===== config.mk =====
export PLATFORM = sky130hd
export DESIGN_NAME = range_stim
export DESIGN_NICKNAME = d
export VERILOG_FILES = /design/src/rtl/range_pkg.sv /design/src/rtl/range_step.sv /design/src/rtl/range_stim.sv
export SDC_FILE = /design/constraint.sdc
export NUM_CORES = 1
export LEC_CHECK = 0
export BUFFER_PORTS_ARGS = -buffer_cell sky130_fd_sc_hd__buf_2
export CORE_ASPECT_RATIO = 1.5
export CORE_MARGIN = 10
export CORE_UTILIZATION = 30
export CTS_CLUSTER_SIZE = 28
export DETAILED_ROUTE_END_ITERATION = 10
export GPL_ROUTABILITY_DRIVEN = 0
export GPL_TIMING_DRIVEN = 0
export PLACE_DENSITY = 0.45
export SLEW_MARGIN = 40
export SYNTH_ARGS = -nofsm -noshare
export SYNTH_HDL_FRONTEND = slang
export SYNTH_SLANG_ARGS = --single-unit

===== constraint.sdc =====
create_clock -name clk -period 5 [get_ports clk]
set_clock_uncertainty 0.2 [all_clocks]
set_input_delay 1 -clock clk [delete_from_list [all_inputs] [get_ports clk]]
set_output_delay 1 -clock clk [all_outputs]
set_load 0.02 [all_outputs]

===== src/rtl/range_pkg.sv =====
// ---------------------------------------------------------------------------
// range_pkg
// Shared definitions for the range-family stimulus blocks.
//   rs_state_t : sequencer state encoding (RS_IDLE, RS_RUN, RS_DONE)
//   RANGE_W    : default base-value width of the range block
//   RANGE_W2   : default wide-operand width of the range block (RANGE_W+1)
// ---------------------------------------------------------------------------
package range_pkg;

  typedef enum logic [1:0] {
    RS_IDLE = 2'd0,
    RS_RUN  = 2'd1,
    RS_DONE = 2'd2
  } rs_state_t;

  localparam int RANGE_W  = 4;
  localparam int RANGE_W2 = RANGE_W + 1;

endpackage : range_pkg


===== src/rtl/range_step.sv =====
// ---------------------------------------------------------------------------
// range_step
// Combinational width arithmetic for one range value.
//   cur  (in,  W)      : current base value
//   hi   (in,  W)      : inclusive upper bound
//   nxt  (out, W2)     : cur+STEP, W2-wide so it never overflows
//   last (out, 1)      : nxt lies beyond hi, i.e. cur is the final value
//   in2  (out, 2*W2)   : cur*cur, zero-extended
//   in3  (out, W2)     : cur+1, zero-extended
// ---------------------------------------------------------------------------
module range_step
  import range_pkg::*;
#(
  parameter int W    = RANGE_W,
  parameter int W2   = RANGE_W2,
  parameter int STEP = 1
) (
  input  logic [W-1:0]    cur,
  input  logic [W-1:0]    hi,
  output logic [W2-1:0]   nxt,
  output logic            last,
  output logic [2*W2-1:0] in2,
  output logic [W2-1:0]   in3
);

  logic [W2-1:0]   cur_ext_s;
  logic [W2-1:0]   hi_ext_s;
  logic [2*W2-1:0] cur_wide_s;

  assign cur_ext_s  = {{(W2-W){1'b0}}, cur};
  assign hi_ext_s   = {{(W2-W){1'b0}}, hi};
  assign cur_wide_s = {{(2*W2-W){1'b0}}, cur};

  assign nxt  = cur_ext_s + W2'(STEP);
  assign last = (nxt > hi_ext_s);
  assign in2  = cur_wide_s * cur_wide_s;
  assign in3  = cur_ext_s + {{(W2-1){1'b0}}, 1'b1};

endmodule : range_step


===== src/rtl/range_stim.sv =====
// ---------------------------------------------------------------------------
// range_stim
// Walks a value from lo to hi in steps of STEP and presents each value as one
// valid/ready beat carrying the three operands of the range block.
// Optional build macro: RANGE_STIM_WRAP_EN (continuous wrap-around mode,
// start during a run requests a stop at the next transfer).
//   clk       (in)        : clock, rising edge
//   rst       (in)        : asynchronous active-low reset
//   start     (in)        : single-cycle run request
//   lo, hi    (in,  W)    : range bounds, latched on an accepted start
//   out_valid (out)       : beat presented
//   out_ready (in)        : downstream accepts the beat
//   in1       (out, W)    : current value
//   in2       (out, 2*W2) : current value squared
//   in3       (out, W2)   : current value plus one
//   busy      (out)       : sequencer not idle
//   done      (out)       : one-cycle end-of-run (or wrap) pulse
//   count     (out, W2)   : beats transferred in the current run
// ---------------------------------------------------------------------------
module range_stim
  import range_pkg::*;
#(
  parameter int W    = RANGE_W,
  parameter int W2   = RANGE_W2,
  parameter int STEP = 1
) (
  input  logic            clk,
  input  logic            rst,
  input  logic            start,
  input  logic [W-1:0]    lo,
  input  logic [W-1:0]    hi,
  output logic            out_valid,
  input  logic            out_ready,
  output logic [W-1:0]    in1,
  output logic [2*W2-1:0] in2,
  output logic [W2-1:0]   in3,
  output logic            busy,
  output logic            done,
  output logic [W2-1:0]   count
);

  rs_state_t       state_r,     state_s;
  logic [W-1:0]    cur_r,       cur_s;
  logic [W-1:0]    lo_r,        lo_s;
  logic [W-1:0]    hi_r,        hi_s;
  logic [W2-1:0]   count_r,     count_s;
  logic            out_valid_r, out_valid_s;
  logic [W-1:0]    in1_r,       in1_s;
  logic [2*W2-1:0] in2_r,       in2_s;
  logic [W2-1:0]   in3_r,       in3_s;
  logic            busy_r,      busy_s;
  logic            done_r,      done_s;
  logic            stop_r,      stop_s;

  logic            xfer_s;
  logic            load_en_s;
  logic [W-1:0]    load_val_s;
  logic [W2-1:0]   nxt_s;
  logic            last_s;
  logic [2*W2-1:0] cur_in2_s;
  logic [W2-1:0]   cur_in3_s;
  logic [W2-1:0]   ld_nxt_s;
  logic            ld_last_s;
  logic [2*W2-1:0] ld_in2_s;
  logic [W2-1:0]   ld_in3_s;
  logic            unused_s;

  assign xfer_s = out_valid_r & out_ready;

  // Step arithmetic on the value currently presented.
  range_step #(.W(W), .W2(W2), .STEP(STEP)) u_step_cur (
    .cur  (cur_r),
    .hi   (hi_r),
    .nxt  (nxt_s),
    .last (last_s),
    .in2  (cur_in2_s),
    .in3  (cur_in3_s)
  );

  // Operand derivation for the value about to be loaded into the beat.
  range_step #(.W(W), .W2(W2), .STEP(STEP)) u_step_load (
    .cur  (load_val_s),
    .hi   (hi_r),
    .nxt  (ld_nxt_s),
    .last (ld_last_s),
    .in2  (ld_in2_s),
    .in3  (ld_in3_s)
  );

  assign unused_s = ^{cur_in2_s, cur_in3_s, ld_nxt_s, ld_last_s, nxt_s[W2-1:W]};

  // Next-state and next-output logic. In RUN, out_valid_r low marks the
  // single setup cycle in which the first beat is loaded from cur_r.
  always_comb begin
    state_s     = state_r;
    cur_s       = cur_r;
    lo_s        = lo_r;
    hi_s        = hi_r;
    count_s     = count_r;
    out_valid_s = out_valid_r;
    stop_s      = stop_r;
    done_s      = 1'b0;
    load_en_s   = 1'b0;
    load_val_s  = cur_r;

    case (state_r)
      RS_IDLE: begin
        if (start) begin
          lo_s    = lo;
          hi_s    = hi;
          cur_s   = lo;
          count_s = {W2{1'b0}};
          stop_s  = 1'b0;
          if (lo > hi) begin
            state_s = RS_DONE;
          end else begin
            state_s = RS_RUN;
          end
        end else begin
          state_s = RS_IDLE;
        end
      end

      RS_RUN: begin
        if (!out_valid_r) begin
          out_valid_s = 1'b1;
          load_en_s   = 1'b1;
          load_val_s  = cur_r;
        end else if (xfer_s) begin
          count_s = count_r + {{(W2-1){1'b0}}, 1'b1};
`ifdef RANGE_STIM_WRAP_EN
          if (stop_r || start) begin
            state_s     = RS_DONE;
            out_valid_s = 1'b0;
            done_s      = 1'b1;
          end else if (last_s) begin
            cur_s      = lo_r;
            load_en_s  = 1'b1;
            load_val_s = lo_r;
            done_s     = 1'b1;
          end else begin
            cur_s      = nxt_s[W-1:0];
            load_en_s  = 1'b1;
            load_val_s = nxt_s[W-1:0];
          end
`else
          if (last_s) begin
            state_s     = RS_DONE;
            out_valid_s = 1'b0;
            done_s      = 1'b1;
          end else begin
            cur_s      = nxt_s[W-1:0];
            load_en_s  = 1'b1;
            load_val_s = nxt_s[W-1:0];
          end
`endif
        end else begin
`ifdef RANGE_STIM_WRAP_EN
          stop_s = stop_r | start;
`else
          stop_s = 1'b0;
`endif
        end
      end

      RS_DONE: begin
        // Entered from RUN with done already raised; the empty-range path
        // arrives with done low and raises it here first.
        if (done_r) begin
          state_s = RS_IDLE;
        end else begin
          done_s = 1'b1;
        end
      end

      default: begin
        state_s     = RS_IDLE;
        out_valid_s = 1'b0;
      end
    endcase

    if (load_en_s) begin
      in1_s = load_val_s;
      in2_s = ld_in2_s;
      in3_s = ld_in3_s;
    end else begin
      in1_s = in1_r;
      in2_s = in2_r;
      in3_s = in3_r;
    end

    busy_s = (state_s != RS_IDLE);
  end

  // State and registered-output update.
  always_ff @(posedge clk or negedge rst) begin
    if (!rst) begin
      state_r     <= RS_IDLE;
      cur_r       <= {W{1'b0}};
      lo_r        <= {W{1'b0}};
      hi_r        <= {W{1'b0}};
      count_r     <= {W2{1'b0}};
      out_valid_r <= 1'b0;
      in1_r       <= {W{1'b0}};
      in2_r       <= {(2*W2){1'b0}};
      in3_r       <= {W2{1'b0}};
      busy_r      <= 1'b0;
      done_r      <= 1'b0;
      stop_r      <= 1'b0;
    end else begin
      state_r     <= state_s;
      cur_r       <= cur_s;
      lo_r        <= lo_s;
      hi_r        <= hi_s;
      count_r     <= count_s;
      out_valid_r <= out_valid_s;
      in1_r       <= in1_s;
      in2_r       <= in2_s;
      in3_r       <= in3_s;
      busy_r      <= busy_s;
      done_r      <= done_s;
      stop_r      <= stop_s;
    end
  end

  assign out_valid = out_valid_r;
  assign in1       = in1_r;
  assign in2       = in2_r;
  assign in3       = in3_r;
  assign busy      = busy_r;
  assign done      = done_r;
  assign count     = count_r;

endmodule : range_stim


==> summary.md <==
| Metric | Value |
|---|---|
| Sum of negative setup slack | 0 ps |
| WL/cell | ~15 um |
| Final Max Slew Viols | 0 |
| Setup-failing EPs final | 0 |
| Overall routing resource usage | 10.1% |
| Antenna diodes | 0 |
| Initial Utilization | between 30% and 40% |
| CP Cell Sequence | nand3_1, and2_1, or2_2, ha_1, and4b_1, a21oi_1, a21oi_2, buf_2, xor2_2, inv_1, ha_1, fa_1, a21o_1, a21oi_1, inv_1, a2111o_1, o211ai_2 |
| Library cells used by synthesis | 47 |
| Post-CTS sizing | 0 |
| Worst hold stages | 2 |
| Grt ovf | 0 |
| Die extent in y | ~130 um |
| CTS tree | built |
| Hold Path Class | register to register |
| Sw frac | 46.3% |
| Power Internal | ~970 uW |
| I/O pins | 39 |
| Most instantiated library cell after synthesis | dfrtp_1 |
| Top cell type's share of synthesized area | between 30 and 40% |
| DRT Wirelength | roughly 5800 um |
| P_leak | about 0.0013 uW |
| Worst EP required | 5020 ps |
| Final Hold Fails | 0 |
| CTS Buf Count | 5 |
| Die area | 11,400 um^2 |
| Post-DRT Antenna Nets | 0 |
| Mapped Area | 2250 um^2 |
| Area after DPL | 2550 um^2 |
| Switching pwr | about 830 uW |
| Power Dens Cells | ~670 nW/um^2 |
| Largest net degree at the start of global routing | 34 |
| Register area share after synthesis | 36.7% |
| CP startpoint kind | register |
| Core area | between 7000 and 8000 um^2 |
| Number of synthesized flops with an enable pin | 0 |
| # port buffers | 34 |
| Synth cell count leaders | dfrtp_1 (33), nand2_1 (23), ha_1 (20) |
| Via count | between 1,500 and 2,000 |
| Final Power | 1800 uW |
| Max-Cap Viols | 0 |
| Global-route wire length before repair | between 9000 and 10,000 um |
| Mean Syn Cell Area | 9.19 um^2 |
| Synthesized instance count | ~250 |
| Fin nets | 321 |
| Via-to-Cell Ratio | around 4.8 |
| Remaining DRCs | 0 |
| Clock period minus worst slack | 4560 ps |
| Reg clk slew, reported paths | approximately 80 ps |
| Tcrit/Tclk final | 91.3% |
| DP Cell Count | around 380 |
| FF+latch count, synth | 33 |
| Highest Clock Rate | ~0.22 GHz |
| Slowest stage delay, CP | about 580 ps |
| Synth Flop Type | dfrtp_1 |
| DPL Wire Length | between 4000 and 5000 um |
| Post-synth ARST share | 100% |
| Finished Cell Area | around 2700 um^2 |
| RSZ-0062 raised after global routing | false |
| Row cnt | 38 |
| CP max FO | 10 |
| Peak supply drop | about 0.00023 V |
| Slowest CP cell | dfrtp_1 |
| CP Class | register to register |
| Critical path endpoint category | register |
| Status | finished clean |
| Initial DRC Count | 58 |
| Combinational power share | 59.9% |
| Skew-Pair Late Insertion Delay | roughly 290 ps |
| Worst path arrival time | roughly 4600 ps |
| Cell taking the most area after synthesis | dfrtp_1 |
| Layout area overhead | 18.7% |
| R2R cell count | 17 |
| Fraction of layout cells with a size suffix above 1 | 24.9% |
| Vias in the first global route | roughly 1,800 |
| CTS root buf | clkbuf_8 |
| Hold_ws | 272 ps |
| CTS H-tree depth | 2 |
| Sequential share of power | 25.1% |
| Die width | a little over 90 um |
| Initial antenna violation count | 0 |
| Setup Buffers After CTS | 0 |
| CTS hold repair buffers | 0 |
| Fill count | approximately 780 |
| Clock network power share | 15.0% |
| First-pass DRT Iterations | 4 |
| CTS Buffer Depth | 2 |
| Area contributors post-synth | dfrtp_1 (37%), ha_1 (11%), a21oi_1 (4.0%) |
| CTS sink cnt | 33 |
| Layout Cells excl Fill | between 300 and 400 |
| Yosys synthesis warning count | 0 |
## sequential cells by signal, summed over array words and instances, names as in the netlist
name,flops
busy,1
count,5
cur_r,4
done,1
hi_r,4
in1,4
in2,6
in3,5
out_valid,1
state_r,2
## critical path, delay by kind of cell (launching register included)
kind,cells,cell delay (ps)
AOI/OAI and AO/OA,6,940
DFF,1,580
adders and majority gates,3,980
xor gates and xnor gates,1,230
and+or+nand+nor,4,1100
buffers and inverters,3,440
## per-layer routing
layer  GRT usage, %  wire length [um]
met3           2.85               300
met4           3.67                88
met2           18.0              3050
met5              0                 0
met1           11.0              2320
## final cells by class
type	count	area, um^2	area share (%)
buffer	16	95.1	3.56
clock buffer	7	86.3	3.23
inverter	18	67.6	2.53
sequential	33	826	30.9
tap	100	125	4.68
multi-input combinational	180	1270	47.5
timing repair buffer	34	173	6.46
clock inverter	1	30.0	1.12
## logic make-up (layout without fill, tap and decap cells)
group	count (synthesis)	after routing	share of synthesized area [%]
AO/OA/AOI/OAI	69	69	20.3
AND/OR/NAND/NOR	68	68	15.1
buffers and inverters	34	76	7.22
flip-flops	33	33	36.7
adder cells (fa/ha/maj)	21	21	12.0
multiplexers	10	10	4.78
XOR/XNOR	9	9	3.83
other	1	3	0.167
## cell usage in the layout, fill, tap and decap left out, drive strengths merged, types with 5 or more instances in the layout
cell and n:
a21oi 19, buf 47, clkbuf 10, dfrtp 33, ha 20, inv 18
mux2 6, nand2 23, nand3 7, nand4 6, nor2 13, o21a 5
o21ai 17, or2 5, xor2 6
## final timing paths
| path | slack (ps) | endpoint | from |
|---|---|---|---|
| worst min register to register | 270 | in3[0] | in3[0] |
| worst min-delay path | 270 | in3[0] | in3[0] |
| worst max-delay path | 440 | in2[6] | cur_r[0] |
| worst max register to register | 440 | in2[6] | cur_r[0] |
| max in group asynchronous | 3830 | in3[4] | rst |
| min in group asynchronous | 450 | in3[3] | rst |
## per-stage QoR
stage / util (%) / worst slack, ps
after floorplan: - / 954
after global placement: 35.1 / 447
after detailed placement: 35.1 / 419
after CTS: 36.7 / 399
after global routing: 36.8 / 125
final: 36.8 / 436
## power by group through the flow
stage          Combinational (uW)  Clock (uW)  Sequential, uW
2_1_floorplan                 734           0             528
3_3_place_gp                 1090           0             455
3_5_place_dp                 1100           0             458
4_1_cts                      1100         282             453
5_1_grt                      1220         288             466
6_report                     1080         270             451
Note: power is estimated with default switching activity, not from simulation.
